[config.mk]
export PLATFORM = sky130hd
export DESIGN_NAME = ili934x_bus_decoder
export DESIGN_NICKNAME = d
export VERILOG_FILES = /design/src/rtl/ili934x_bus_decoder.sv
export SDC_FILE = /design/constraint.sdc
export NUM_CORES = 1
export LEC_CHECK = 0
export CAP_MARGIN = 10
export CORE_MARGIN = 8
export CORE_UTILIZATION = 54
export DETAILED_ROUTE_END_ITERATION = 10
export GPL_TIMING_DRIVEN = 1
export HOLD_SLACK_MARGIN = 0.12
export PLACE_DENSITY = 0.79
export SYNTH_ARGS = -nofsm -noshare
export SYNTH_HDL_FRONTEND = slang
export SYNTH_SLANG_ARGS = --single-unit
[constraint.sdc]
create_clock -name clk -period 3.3 [get_ports clk]
set_input_delay 0.99 -clock clk [delete_from_list [all_inputs] [get_ports clk]]
set_output_delay 0.99 -clock clk [all_outputs]
set_load 0.05 [all_outputs]
[src/rtl/ili934x_bus_decoder.sv]
// Display-side receiver for the ILI934x 8080 write bus: decodes commands, CASET/PASET windows and RAMWR pixels.
// Strobes are registered one edge after the sampled wr_n rise; there is no backpressure, every pulse must be consumed.
module ili934x_bus_decoder #(
   parameter int WR_PULSE_CYC = 2,
   parameter int WR_RECOV_CYC = 1,
   parameter int X_RES        = 240,
   parameter int Y_RES        = 320
) (
   input  logic        clk,
   input  logic        rst,
   input  logic        lcd_cs_n,
   input  logic        lcd_dc,
   input  logic        lcd_wr_n,
   input  logic        lcd_rd_n,
   input  logic        lcd_rst_n,
   input  logic [7:0]  lcd_d,
   input  logic        err_clr,
   output logic        cmd_stb,
   output logic [7:0]  cmd_code,
   output logic        param_stb,
   output logic [3:0]  param_idx,
   output logic [7:0]  param_data,
   output logic        pix_valid,
   output logic [15:0] pix_x,
   output logic [15:0] pix_y,
   output logic [15:0] pix_data,
   output logic        frame_done,
   output logic [15:0] win_x0,
   output logic [15:0] win_x1,
   output logic [15:0] win_y0,
   output logic [15:0] win_y1,
   output logic        timing_err,
   output logic        win_err,
   output logic        frag_err
);

   typedef enum logic [1:0] {IDLE, CMD_PARAM, PIX_HI, PIX_LO} state_t;

   localparam logic [15:0] XMAX       = 16'(X_RES - 1);
   localparam logic [15:0] YMAX       = 16'(Y_RES - 1);
   localparam logic [7:0]  PULSE_MIN  = 8'(WR_PULSE_CYC);
   localparam logic [7:0]  RECOV_MIN  = 8'(WR_RECOV_CYC);

   logic        cs_n_q, dc_q, wr_n_q, rd_n_q, rst_n_q, wr_n_p_q, cs_n_p_q;
   logic [7:0]  d_q;
   logic [7:0]  lvl_cnt_q, last_len_q;
   logic        recov_short_q, prev_acc_q;

   state_t      state_q, state_d;
   logic [3:0]  pcnt_q, pcnt_d;
   logic [7:0]  pb0_q, pb0_d, pb1_q, pb1_d, pb2_q, pb2_d, hi_q, hi_d;
   logic [15:0] cur_x_q, cur_x_d, cur_y_q, cur_y_d;
   logic [15:0] win_x0_q, win_x0_d, win_x1_q, win_x1_d, win_y0_q, win_y0_d, win_y1_q, win_y1_d;
   logic        cmd_stb_q, cmd_stb_d, param_stb_q, param_stb_d, pix_valid_q, pix_valid_d;
   logic        frame_done_q, frame_done_d;
   logic [7:0]  cmd_code_q, cmd_code_d, param_data_q, param_data_d;
   logic [3:0]  param_idx_q, param_idx_d;
   logic [15:0] pix_x_q, pix_x_d, pix_y_q, pix_y_d, pix_data_q, pix_data_d;
   logic        timing_err_q, timing_err_d, win_err_q, win_err_d, frag_err_q, frag_err_d;

   logic        wr_rise, wr_fall, cs_rise, acc, timing_set, win_set, frag_set;
   logic [15:0] s_new, e_new;

   assign wr_rise = wr_n_q & ~wr_n_p_q;
   assign wr_fall = ~wr_n_q & wr_n_p_q;
   assign cs_rise = cs_n_q & ~cs_n_p_q;
   assign acc     = wr_rise & ~cs_n_q & rst_n_q;
   assign s_new   = {pb0_q, pb1_q};
   assign e_new   = {pb2_q, d_q};

   always_comb begin
      state_d      = state_q;
      pcnt_d       = pcnt_q;
      pb0_d        = pb0_q;
      pb1_d        = pb1_q;
      pb2_d        = pb2_q;
      hi_d         = hi_q;
      cur_x_d      = cur_x_q;
      cur_y_d      = cur_y_q;
      win_x0_d     = win_x0_q;
      win_x1_d     = win_x1_q;
      win_y0_d     = win_y0_q;
      win_y1_d     = win_y1_q;
      cmd_code_d   = cmd_code_q;
      param_idx_d  = param_idx_q;
      param_data_d = param_data_q;
      pix_x_d      = pix_x_q;
      pix_y_d      = pix_y_q;
      pix_data_d   = pix_data_q;
      cmd_stb_d    = 1'b0;
      param_stb_d  = 1'b0;
      pix_valid_d  = 1'b0;
      frame_done_d = 1'b0;
      win_set      = 1'b0;
      frag_set     = 1'b0;
      timing_set   = (acc && ((last_len_q < PULSE_MIN) || recov_short_q))
                   || (!rd_n_q && !wr_n_q && !cs_n_q);

      if (!rst_n_q) begin
         state_d  = IDLE;
         pcnt_d   = 4'd0;
         cur_x_d  = 16'd0;
         cur_y_d  = 16'd0;
         win_x0_d = 16'd0;
         win_x1_d = XMAX;
         win_y0_d = 16'd0;
         win_y1_d = YMAX;
      end else if (acc && !dc_q) begin
         cmd_stb_d  = 1'b1;
         cmd_code_d = d_q;
         pcnt_d     = 4'd0;
         if (d_q == 8'h2C) begin
            cur_x_d = win_x0_q;
            cur_y_d = win_y0_q;
            state_d = PIX_HI;
         end else if (d_q == 8'h3C) begin
            state_d = PIX_HI;
         end else begin
            state_d = CMD_PARAM;
         end
      end else if (acc) begin
         case (state_q)
            PIX_HI: begin
               hi_d    = d_q;
               state_d = PIX_LO;
            end
            PIX_LO: begin
               pix_valid_d = 1'b1;
               pix_x_d     = cur_x_q;
               pix_y_d     = cur_y_q;
               pix_data_d  = {hi_q, d_q};
               state_d     = PIX_HI;
               if (cur_x_q == win_x1_q) begin
                  cur_x_d = win_x0_q;
                  if (cur_y_q == win_y1_q) begin
                     cur_y_d      = win_y0_q;
                     frame_done_d = 1'b1;
                  end else begin
                     cur_y_d = cur_y_q + 16'd1;
                  end
               end else begin
                  cur_x_d = cur_x_q + 16'd1;
               end
            end
            default: begin
               param_stb_d  = 1'b1;
               param_idx_d  = pcnt_q;
               param_data_d = d_q;
               if (pcnt_q != 4'd15) pcnt_d = pcnt_q + 4'd1;
               if (state_q == CMD_PARAM) begin
                  case (pcnt_q)
                     4'd0: pb0_d = d_q;
                     4'd1: pb1_d = d_q;
                     4'd2: pb2_d = d_q;
                     4'd3: begin
                        // Cursor follows a committed window so it can never sit outside it.
                        if (cmd_code_q == 8'h2A) begin
                           if (s_new <= e_new && e_new <= XMAX) begin
                              win_x0_d = s_new;
                              win_x1_d = e_new;
                              cur_x_d  = s_new;
                           end else begin
                              win_set = 1'b1;
                           end
                        end else if (cmd_code_q == 8'h2B) begin
                           if (s_new <= e_new && e_new <= YMAX) begin
                              win_y0_d = s_new;
                              win_y1_d = e_new;
                              cur_y_d  = s_new;
                           end else begin
                              win_set = 1'b1;
                           end
                        end
                     end
                     default: ;
                  endcase
               end
            end
         endcase
      end else if (cs_rise && state_q == PIX_LO) begin
         frag_set = 1'b1;
         state_d  = PIX_HI;
      end

      timing_err_d = (timing_err_q & ~err_clr) | timing_set;
      win_err_d    = (win_err_q & ~err_clr) | win_set;
      frag_err_d   = (frag_err_q & ~err_clr) | frag_set;
   end

   always_ff @(posedge clk) begin
      if (rst) begin
         cs_n_q <= 1'b1; dc_q <= 1'b0; wr_n_q <= 1'b1; rd_n_q <= 1'b1; rst_n_q <= 1'b1;
         wr_n_p_q <= 1'b1; cs_n_p_q <= 1'b1; d_q <= 8'd0;
         lvl_cnt_q <= 8'hFF; last_len_q <= 8'hFF; recov_short_q <= 1'b0; prev_acc_q <= 1'b0;
         state_q <= IDLE; pcnt_q <= 4'd0; pb0_q <= 8'd0; pb1_q <= 8'd0; pb2_q <= 8'd0; hi_q <= 8'd0;
         cur_x_q <= 16'd0; cur_y_q <= 16'd0;
         win_x0_q <= 16'd0; win_x1_q <= XMAX; win_y0_q <= 16'd0; win_y1_q <= YMAX;
         cmd_stb_q <= 1'b0; param_stb_q <= 1'b0; pix_valid_q <= 1'b0; frame_done_q <= 1'b0;
         cmd_code_q <= 8'd0; param_idx_q <= 4'd0; param_data_q <= 8'd0;
         pix_x_q <= 16'd0; pix_y_q <= 16'd0; pix_data_q <= 16'd0;
         timing_err_q <= 1'b0; win_err_q <= 1'b0; frag_err_q <= 1'b0;
      end else begin
         cs_n_q <= lcd_cs_n; dc_q <= lcd_dc; wr_n_q <= lcd_wr_n; rd_n_q <= lcd_rd_n;
         rst_n_q <= lcd_rst_n; d_q <= lcd_d; wr_n_p_q <= wr_n_q; cs_n_p_q <= cs_n_q;
         // lvl_cnt_q is the run length of the current wr_n level; last_len_q the run that just ended.
         if (lcd_wr_n != wr_n_q) begin
            lvl_cnt_q  <= 8'd1;
            last_len_q <= lvl_cnt_q;
         end else if (lvl_cnt_q != 8'hFF) begin
            lvl_cnt_q <= lvl_cnt_q + 8'd1;
         end
         if (wr_fall) recov_short_q <= prev_acc_q && (last_len_q < RECOV_MIN);
         if (acc) prev_acc_q <= 1'b1;
         state_q <= state_d; pcnt_q <= pcnt_d; pb0_q <= pb0_d; pb1_q <= pb1_d; pb2_q <= pb2_d;
         hi_q <= hi_d; cur_x_q <= cur_x_d; cur_y_q <= cur_y_d;
         win_x0_q <= win_x0_d; win_x1_q <= win_x1_d; win_y0_q <= win_y0_d; win_y1_q <= win_y1_d;
         cmd_stb_q <= cmd_stb_d; param_stb_q <= param_stb_d; pix_valid_q <= pix_valid_d;
         frame_done_q <= frame_done_d; cmd_code_q <= cmd_code_d; param_idx_q <= param_idx_d;
         param_data_q <= param_data_d; pix_x_q <= pix_x_d; pix_y_q <= pix_y_d; pix_data_q <= pix_data_d;
         timing_err_q <= timing_err_d; win_err_q <= win_err_d; frag_err_q <= frag_err_d;
      end
   end

   assign cmd_stb    = cmd_stb_q;
   assign cmd_code   = cmd_code_q;
   assign param_stb  = param_stb_q;
   assign param_idx  = param_idx_q;
   assign param_data = param_data_q;
   assign pix_valid  = pix_valid_q;
   assign pix_x      = pix_x_q;
   assign pix_y      = pix_y_q;
   assign pix_data   = pix_data_q;
   assign frame_done = frame_done_q;
   assign win_x0     = win_x0_q;
   assign win_x1     = win_x1_q;
   assign win_y0     = win_y0_q;
   assign win_y1     = win_y1_q;
   assign timing_err = timing_err_q;
   assign win_err    = win_err_q;
   assign frag_err   = frag_err_q;

endmodule
* Word level (Yosys, flattened, before mapping)
Cells that the tools add are included.
** Cells by class
- Bitwise logic cells :: 23
- Equality and inequality tests :: 20
- $lt $le $gt $ge :: 5
- Multiplexer cells :: 46
- Reductions and logical operators :: 43
- $add $sub $neg :: 4
** Operators by type and width (count)
- two-way mux 16 bit :: 18
- one-hot mux 16 bit (2 select lines) :: 2
- adder 16 x 1 -> 16 bit, second input constant :: 2
- equality test 16 bit :: 2
- equality test 8 x 6 -> 1 bit, second input constant :: 4
- nonzero test 3 bit :: 7
- two-way mux 1 bit :: 18
- AND reduction 6 bit :: 3
- less-or-equal comparator 16 bit :: 1
- less-or-equal comparator 16 x 8 -> 1 bit, second input constant :: 1
- less-or-equal comparator 16 x 9 -> 1 bit, second input constant :: 1
- two-way mux 8 bit :: 2
- AND reduction 7 bit :: 2
- inverter 1 bit :: 12
- AND reduction 4 bit :: 3
- two-way mux 2 bit :: 5
- AND reduction 9 bit :: 1
- adder 8 x 1 -> 8 bit, second input constant :: 1
- bitwise AND 1 bit :: 8
- equality test 4 x 2 -> 1 bit, second input constant :: 2
- logical AND 1 bit :: 8
- < comparator 8 x 1 -> 1 bit, second input constant :: 1
- < comparator 8 x 2 -> 1 bit, second input constant :: 1
- != test 8 bit, second input constant :: 1
- 24 further kinds :: 35
** Storage, ports and cells
- Register bits :: 242
- Bits of input ports :: 16
- Word-level logic and storage cells :: 179
- Output and inout bits :: 139

* Depth between registers and ports, before layout
Gate-level depths: netlist (run 1).
- Depth after elaboration :: 12
- Gate-level depth with buffers :: 12
- Depth with buffers taken out :: 9

* Least setup slack after synthesis (run 1)
Ideal clock, no wire load.
- Path type :: reg-to-reg
- Start :: register d_q[5]
- End :: register win_x1_q[0], in the netlist win_x1[0]
- Data arrival time :: 2653 ps
- Required time :: 3168 ps
- Library setup time :: 132 ps
- Slack :: 515 ps
- Cell stages (with the launch flop) :: 13
- Period minus slack after synthesis :: 2785 ps
- Buffers on the path :: 3
- Cell sequence :: dfxtp_1 > clkbuf_1 > inv_1 > ha_1 > a21o_1 > nand3_1 > a211oi_1 > o41ai_1 > nand4_1 > buf_2 > buf_2 > mux2i_1 > nand2_1
** On the way
- Cells in the longest elaborated chain, start to end :: 3
- Elaborated cells on any way between the ends :: 4
- Classes of those cells :: 2 x order compare; 2 x reduce/logical
** Ends and longest elaborated chain
- from (decl) :: RTL line 45 : logic [7:0] d_q;
- from (signal assigned) :: RTL line 204 : rst_n_q <= lcd_rst_n; d_q <= lcd_d; wr_n_p_q <= wr_n_q; cs_n_p_q <= cs_n_q;
- less-or-equal comparator 16 bit / less-or-equal comparator 16 x 8 -> 1 bit (equally long branches) :: RTL line 158 : if (s_new <= e_new && e_new <= XMAX) begin
- logical AND 1 bit * :: RTL line 158
- AND reduction 7 bit (no source line) *
- to (signal assigned) :: RTL line 216 : win_x0_q <= win_x0_d; win_x1_q <= win_x1_d; win_y0_q <= win_y0_d; win_y1_q <= win_y1_d;
- to (decl) :: RTL line 53 : logic [15:0] win_x0_q, win_x0_d, win_x1_q, win_x1_d, win_y0_q, win_y0_d, win_y1_q, win_y1_d;
Mark *: on every way between the ends. The rest lies on a longest branch, timed or not.
A chain may end at the register's enable or synchronous reset.

* Final worst setup path (run 1)
- Start :: register pb0_q[5]
- End :: register win_x1_q[0], in the netlist win_x1[0]
** On the way
- Cells in the longest elaborated chain, start to end :: 3
** Ends and longest elaborated chain
- from (decl) :: RTL line 51 : logic [7:0] pb0_q, pb0_d, pb1_q, pb1_d, pb2_q, pb2_d, hi_q, hi_d;
- from (signal assigned) :: RTL line 214 : state_q <= state_d; pcnt_q <= pcnt_d; pb0_q <= pb0_d; pb1_q <= pb1_d; pb2_q <= pb2_d;
- less-or-equal comparator 16 bit :: RTL line 158
- logical AND 1 bit :: RTL line 158
- AND reduction 7 bit (no source line)
Every way passes these cells.

==> flow_results.org, run 1 <==
** Place
- Post-place setup slack :: 0.501 ns
- Quantity of I/O buffers inserted on ports :: 154
- Routability-driven placement finished with a final weighted congestion of 0.964.
- Detailed placement HPWL :: 23400 um
- Counting tap cells, the placed design contains a total of 1639 instances.

** Yosys
- The synthesized design contains 0 enable-type register cells.
- Counting flops with an async set or reset pin after synthesis yields a share of 0%.
- Counting flops and latches in the post-synthesis netlist gives 242.
- After synthesis, flip-flops and latches occupy 46.1% of the total area.
- By area the synthesized netlist is led by sky130_fd_sc_hd__dfxtp_1, sky130_fd_sc_hd__nand2_1, sky130_fd_sc_hd__a21oi_1.
- When the netlist entered floorplanning its net count stood at 1309.
- Synth top area share :: 46.1%
- Unique masters post-synth :: 60
- The most used flip-flop cell after synthesis is sky130_fd_sc_hd__dfxtp_1.
- In this run the mean area of a mapped cell was 8.28 um2.
- Summed over all instances, the cell type with the most area after synthesis is sky130_fd_sc_hd__dfxtp_1.
- During synthesis, Yosys emitted a total of 0 warnings.
- In this run the cell area of the synthesized design comes to 10500 um2.
- Synthesis handed over a netlist of 1270 instances.

** Global route
- Largest net degree at the start of global routing :: 106
- Global-route wire length before repair :: 51400 um
- Antenna violations before repair :: 1
- Global-route usage over all layers :: 26.5%
- The via count of the first global-routing pass is 9451.
- Grt total ovfl :: 0

** Critical path
- Data arrives at the worst endpoint at 3.29 ns.
- Kind of end point of the critical path :: flop
- R2R setup slack :: 0.41 ns
- Worst flop-to-flop path startpoint :: pb0_q[5]$_SDFFE_PP0P_
- Launching element type of the critical path :: flop
- Along the worst path, the maximum fanout reaches 38.
- Critical setup path kind :: flop to flop
- The number of cells on the worst reg-to-reg path is 10.
- For the worst setup path, the data required time is 3.70 ns.
- Capture instance of the worst register-to-register path :: win_x1[0]$_SDFFE_PP1P_

** Timing
- Final total negative setup slack :: 0 ns
- On the final layout, the worst clock skew is 0.00748 ns.
- Max-slew violation count :: 0
- The final critical path takes up 87.4% of the cycle.
- Rel. slew slack :: 19.3%
- Final period demand of the worst path :: 2.89 ns
- Worst path setup slack after routing :: 0.414 ns
- Setup repair after global routing missed its margin :: false
- The number of hold violations in the final report is 0.
- Achievable clock frequency :: 347 MHz
- Setup-violating endpoint count in the final report :: 0
- At the pin with the least slew margin, the transition time is 1.21 ns.

** Clock network
- Clock tree synthesis found a total of 242 sinks.
- Number of H-tree branching levels :: 1
- CTS tree :: built
- In this run the deepest clock path goes through 3 buffers.
- Clock latency at the later pin of the worst-skew pair :: 0.52 ns
- The number of setup buffers added after CTS is 0.
- Hold repair after CTS inserted 0 buffers.
- Post-CTS repair changed the size of 0 cells.
- Buffers inserted during clock tree synthesis total 25.
- The cell sitting at the root of the clock tree is a sky130_fd_sc_hd__clkbuf_16.
- Clock-pin slew of the registers on the worst-case setup and hold paths :: 0.07 ns

** Hold path
- The path class of the tightest hold or removal check is flop to flop.
- Endpoint, Worst Hold :: pix_x[13]$_SDFFE_PP0P_
- The worst hold path begins at pix_x[13]$_SDFFE_PP0P_.
- Along the worst hold path, the cell count comes to 2.

** Route
- Number of iterations in the first detailed-routing pass :: 5
- After detailed routing, the average wire length per cell comes to 19.6 um.
- Remaining design rule violation count :: 0
- Detailed routing inserted a total of 9880 vias.
- Remaining antenna violation count :: 0
- The detailed router finished its first iteration with 956 violations.
- Total wire length :: 33100 um
- Using the TritonRoute via totals, the vias-per-cell ratio works out to 5.86.

** Cells and area
- 0 antenna diodes ended up in the layout.
- Most frequent cells in the layout :: sky130_fd_sc_hd__dfxtp_1, sky130_fd_sc_hd__nand2_1, sky130_fd_sc_hd__clkdlybuf4s50_1
- Nets :: 1440
- The filler cells instantiated in the layout total 1608.
- In the final layout, the multi-input gates occupy 5210 um2.
- The library cell used most frequently in the layout, excluding fill and tap cells, is sky130_fd_sc_hd__dfxtp_1.
- Area delta synth->final :: 26.8%
- The finished layout holds 1685 standard cells, fillers aside.
- Layout cell share with drive strength beyond 1 :: 8.10%
- Register area :: 4840 um2

** Power and ir drop
- The share of total power dissipated in combinational logic is 3.9%.
- In this run the static leakage power is 5.09 nW.
- For this design the ratio of total power to cell area is 478 nW/um2.
- The design draws 6.38 mW.
- In this run the power spent charging and discharging nets is 1.39 mW.
- Total internal power :: 4.99 mW
- Switching part of the total power :: 21.8%
- The worst-case IR drop observed on VDD is 0.000379 V.
- The clock network accounts for 49.3% of the total power.
- Sequential power share :: 46.8%

** Floorplanning
- Vert. Die Dim :: 156 um
- Measured along the x axis, the die boundary spans 156 um.
- For this design the top-level I/O count stands at 155.
- Starting Density :: 54.6%
- Total number of placement rows :: 51
- Die Outline Area :: 24200 um2
- The core region is 19300 um2.

** Run status
- The flow ran to the end, and the final reports show no timing, DRC or antenna violations.

** Flow run
- Number of maximum-capacitance violations :: 0
## state kept, by name, summed over array words and instances, names as in the netlist, 16 cells and up
| signal | flops |
|---|---|
| win_x1 | 16 |
| pix_x | 16 |
| pix_data | 16 |
| cur_y_q | 16 |
| win_y0 | 16 |
| cur_x_q | 16 |
| pix_y | 16 |
| win_y1 | 16 |
| win_x0 | 16 |
## critical path: stages (launching register included)
cell and delay, ns:
sky130_fd_sc_hd__dfxtp_1 0.42, sky130_fd_sc_hd__ha_1 0.36, sky130_fd_sc_hd__nand4_1 0.19, sky130_fd_sc_hd__or3_1 0.41, sky130_fd_sc_hd__a21oi_1 0.23, sky130_fd_sc_hd__o41ai_1 0.11, sky130_fd_sc_hd__buf_4 0.17, sky130_fd_sc_hd__nand4_1 0.09
sky130_fd_sc_hd__buf_4 0.45, sky130_fd_sc_hd__mux2i_1 0.25, sky130_fd_sc_hd__nand2_1 0.07
## area by class of cell
type	count	share of cell area (%)
timing repair buffer	199	14.4
multi-input combinational	907	39.0
clock buffer	30	5.06
clock inverter	16	1.90
inverter	26	0.732
sequential	242	36.3
tap	265	2.49
## cell usage after synthesis, drive strengths merged (4+ instances only)
library cell  count
nand2           234
nor3             15
dfxtp           242
buf              16
o21bai            5
or2               7
mux2i            28
nor4b             6
xnor2            32
a31oi             6
xor2             27
nand3b           12
nand2b            4
a21o              8
and4              8
inv              26
o41ai             6
nand4            19
clkbuf           79
nand3            56
and3             22
and2              5
nor4             11
a21oi           142
nor2            100
o221ai            9
o211ai           24
o21ai            52
ha               23
nor2b            12
## per-layer routing
metal | share of wire [%] | vias to the layer above | GRT usage [%]
met5 | 0.033 | - | 0
met4 | 5.1 | 2 | 14.3
met3 | 8.2 | 127 | 5.35
met2 | 46 | 466 | 42.8
met1 | 41 | 4632 | 32.9
li1 | - | 4653 | -
## logic make-up after synthesis
group | Yosys count | synth area share (%)
simple gates | 520 | 23.2
compound gates | 277 | 15.9
flops | 242 | 46.1
buf+inv | 121 | 4.59
xor+xnor | 59 | 4.91
mux | 28 | 2.66
fa+ha+maj | 23 | 2.74
## worst max-delay path by stage
stage	start	to	slack [ns]
after global placement	d_q[6]$_SDFF_PP0_	win_x0[0]$_SDFFE_PP0P_	0.48
after CTS	pb0_q[5]$_SDFFE_PP0P_	win_x0[0]$_SDFFE_PP0P_	0.46
final	pb0_q[5]$_SDFFE_PP0P_	win_x1[0]$_SDFFE_PP1P_	0.41
after global routing	pb2_q[7]$_SDFFE_PP0P_	win_x1[0]$_SDFFE_PP1P_	0.22
after floorplan	d_q[5]$_SDFF_PP0_	win_x1[0]$_SDFFE_PP1P_	0.52
after detailed placement	rst	cur_y_q[7]$_SDFFE_PP0P_	0.50
## power groups by stage
stage	combinational, mW	sequential (mW)	clock (mW)
6_report	0.246	2.99	3.15
5_1_grt	0.267	2.99	3.31
3_5_place_dp	0.242	3.05	0
4_1_cts	0.243	2.99	3.18
2_1_floorplan	0.153	3.04	0
3_3_place_gp	0.238	3.05	0
## through the flow
stage	util (%)	instance area (um2)	hold WS [ns]
after global routing	69.2	13300	0.467
after detailed placement	64.4	12400	0.445
after global placement	64.4	12400	0.435
after floorplan	-	10500	0.432
final	69.2	13300	0.450
after CTS	69.2	13300	0.454
(Power assumes the default switching activity.)
==> inputs of run 2 (changes only) <==
--- a/config.mk
+++ b/config.mk
@@ -6,7 +6,7 @@
 export NUM_CORES = 1
 export LEC_CHECK = 0
 export CAP_MARGIN = 10
-export CORE_MARGIN = 8
+export CORE_MARGIN = 2
 export CORE_UTILIZATION = 54
 export DETAILED_ROUTE_END_ITERATION = 10
 export GPL_TIMING_DRIVEN = 1
==> run 2 against run 1 <==
  * Power decreased by 4.3%
  * Combinational power about the same
  * Via count decreased by 1.1%
  * Flip-flop and latch count unchanged
  * Highest routed layer is now met4
==> flow_results.org, run 2 (synthesis results as in run 1) <==
** Floorplanning
- Width of the die :: 144 um (-7.7%)
- The area inside the core boundary is 19300 um2 (unchanged).
- Vert. Die Dim :: 144 um (-7.7%)
- The count of standard-cell rows is 51 (unchanged).
- The number of I/O pins is 155 (unchanged).
- Starting Density :: 54.6% (unchanged)
- The area of the die was 20600 um2 (-15%).

** Critical path
- The critical path goes through nor4bb_1, nand4_1, a21oi_1, nor4b_1, a22oi_1, buf_12, and2_1, a221o_1.
- The setup path with the least slack is of type flop to flop.
- The signal arrival time at the worst endpoint was 3.29 ns (about the same).
- STA classifies the critical path startpoint as a flop.
- The required time at the endpoint of the critical path came to 3.71 ns (about the same).
- Count of cell instances traversed by the critical path :: 8 (-2)
- Critical path's largest stage delay :: 0.49 ns (+0.04 ns)
- Delay-heaviest family, CP :: simple AND/OR/NAND/NOR gates
- Slowest cell on the critical path :: sky130_fd_sc_hd__nor4bb_1
- Depth of the worst register-to-register path :: 8 (-2)
- STA classifies the critical path endpoint as a flop.
- WP buf/inv :: 1 (-1)
- The largest driver fanout on the critical path is 31 (-18%).

** Clock network
- Total setup buffers inserted after CTS :: 0 (unchanged)
- Number of buffers created by CTS :: 25 (unchanged)
- The count of hold buffers inserted by post-cts repair was 0 (unchanged).
- The post-CTS clock slew at the launch and capture registers of the worst setup and hold paths is 0.06 ns (about the same).
- The root buffer cell chosen for the clock tree is sky130_fd_sc_hd__clkbuf_16.
- Post-CTS sizing :: 0 (unchanged)
- Clock latency at the later pin of the worst-skew pair :: 0.53 ns (about the same)
- TritonCTS built the clock tree.
- The deepest clock path buffer count is 3 (unchanged).
- Number of H-tree branching levels :: 1 (unchanged)
- Number of clock sinks seen by CTS :: 242 (unchanged)

** Route
- The average wire length per cell after detail routing came to 19.0 um (-3.4%).
- Remaining antenna violation count :: 0 (unchanged)
- Routed vias :: 9772 (-1.1%)
- Remaining design rule violation count :: 0 (unchanged)
- The iteration-0 DRC count of the detailed router came to 807 (-16%).
- The number of optimization iterations in the first detailed-route pass is 6 (+1).
- Total wire length :: 32000 um (-3.4%)
- Post-DR vias/cell :: 5.80 (-1.1%)

** Flow run
- Number of maximum-capacitance violations :: 0 (unchanged)

** Cells and area
- Area delta synth->final :: 26.1%
- The final net count is 1441 (+0.069%).
- Leaving out fill and tap cells, the most frequent cells in the layout are sky130_fd_sc_hd__dfxtp_1, sky130_fd_sc_hd__nand2_1, sky130_fd_sc_hd__clkdlybuf4s50_1.
- Most common library cell in the layout ignoring fill and taps :: sky130_fd_sc_hd__dfxtp_1
- The final instance area came to 13300 um2 (-0.56%).
- The final instance count without filler cells came to 1685 (unchanged).
- Layout cell share with drive strength beyond 1 :: 7.96% (-0.14 points)

** Place
- The port buffer count was 154 (unchanged).
- The routability congestion estimate from global placement is 1.00 (+4.0%).
- Detailed placement HPWL :: 22400 um (-3.9%)
- Post-place setup slack :: 0.516 ns (+0.0148 ns)
- Instance area at placement :: 12400 um2 (about the same)
- The cell count after placement is 1640 (+0.061%).

** Timing
- The maximum achievable frequency is 347 MHz (about the same).
- The number of setup violations in the final report is 0 (unchanged).
- The worst relative slew slack came to 19.3% (-0.045 points).
- The final total negative setup slack came to 0 ns (unchanged).
- Worst path setup slack after routing :: 0.416 ns (+0.00136 ns)
- Final period demand of the worst path :: 2.88 ns (-0.00136 ns)
- The final clock skew is 0.0173 ns (+0.00985 ns).
- Final period util :: 87.4% (about the same)
- Setup repair after global routing missed its margin :: false
- The slew at the pin closest to its max-slew limit is 1.21 ns (+0.000666 ns).
- The number of hold violations in the final report was 0 (unchanged).
- Max-slew violation count :: 0 (unchanged)

** Power and ir drop
- The static leakage was 5.07 nW (-0.33%).
- Maximum resistive drop on vdd :: 0.000324 V (-15%)
- Pwr/cell area :: 460 nW/um2 (-3.8%)

** Global route
- Number of global-route vias before repair :: 8865 (-6.2%)
- Largest net degree at the start of global routing :: 111 (+4.7%)
- Antenna violations before repair :: 0 (-1)
- The global route total overflow is 0 (unchanged).
- The global-route wire length before repair was 49100 um (-4.5%).
- Global-route usage over all layers :: 30.4% (+3.9 points)

** Run status
- Run status :: finished, final reports clean

** Hold path
- Worst min path class :: flop to flop
- The number of cells traversed by the worst hold path is 2 (unchanged).
[run 2: metal layers]
layer  wire length (um)  global-route usage [%]  part of all wire (%)
met5                  0                       0                     0
met4               1310                    13.4                   4.1
met3               2300                    3.63                   7.2
met2              14700                    49.1                    46
met1              13600                    41.1                    43
[run 2: area by class of cell]
type	count	area [um2]
Antenna cell	1	2.50
Multi-Input combinational cell	907	5210
Clock inverter	8	96.3
Inverter	26	97.6
Timing Repair Buffer	200	1930
Sequential cell	242	4840
Tap cell	265	332
Fill cell	1628	6010
Clock buffer	36	747
[run 2: metrics by stage]
| step | power [mW] | utilization, % | hold WS [ns] |
|---|---|---|---|
| 6_report | 6.10 | 68.8 | 0.449 |
| 5_1_grt | 6.27 | 68.8 | 0.469 |
| 4_1_cts | 6.13 | 68.8 | 0.454 |
| 3_5_place_dp | 3.30 | 64.4 | 0.438 |
| 3_3_place_gp | 3.29 | 64.4 | 0.441 |
| 2_1_floorplan | 3.19 | - | 0.432 |
[run 2: path summary, 6_finish.rpt]
kind | startpoint | endpoint | slack (ns)
min | hi_q[3]$_SDFFE_PP0P_ | pix_data[11]$_SDFFE_PP0P_ | 0.45
min reg2reg | hi_q[3]$_SDFFE_PP0P_ | pix_data[11]$_SDFFE_PP0P_ | 0.45
max reg2reg | d_q[2]$_SDFF_PP0_ | cur_x_q[15]$_SDFFE_PP0P_ | 0.42
max | d_q[2]$_SDFF_PP0_ | cur_x_q[15]$_SDFFE_PP0P_ | 0.42
[run 2: worst min-delay path, delay by kind of cell, from the launching register on]
family,cells,cell delay [ns]
flip-flops,1,0.31
AND/OR/NAND/NOR,1,0.05
AO/OA/AOI/OAI,1,0.05
[run 2: power by group]
part           switching, mW  internal (mW)
clock                   1.15           1.72
sequential            0.0331           2.95
combinational          0.154         0.0928
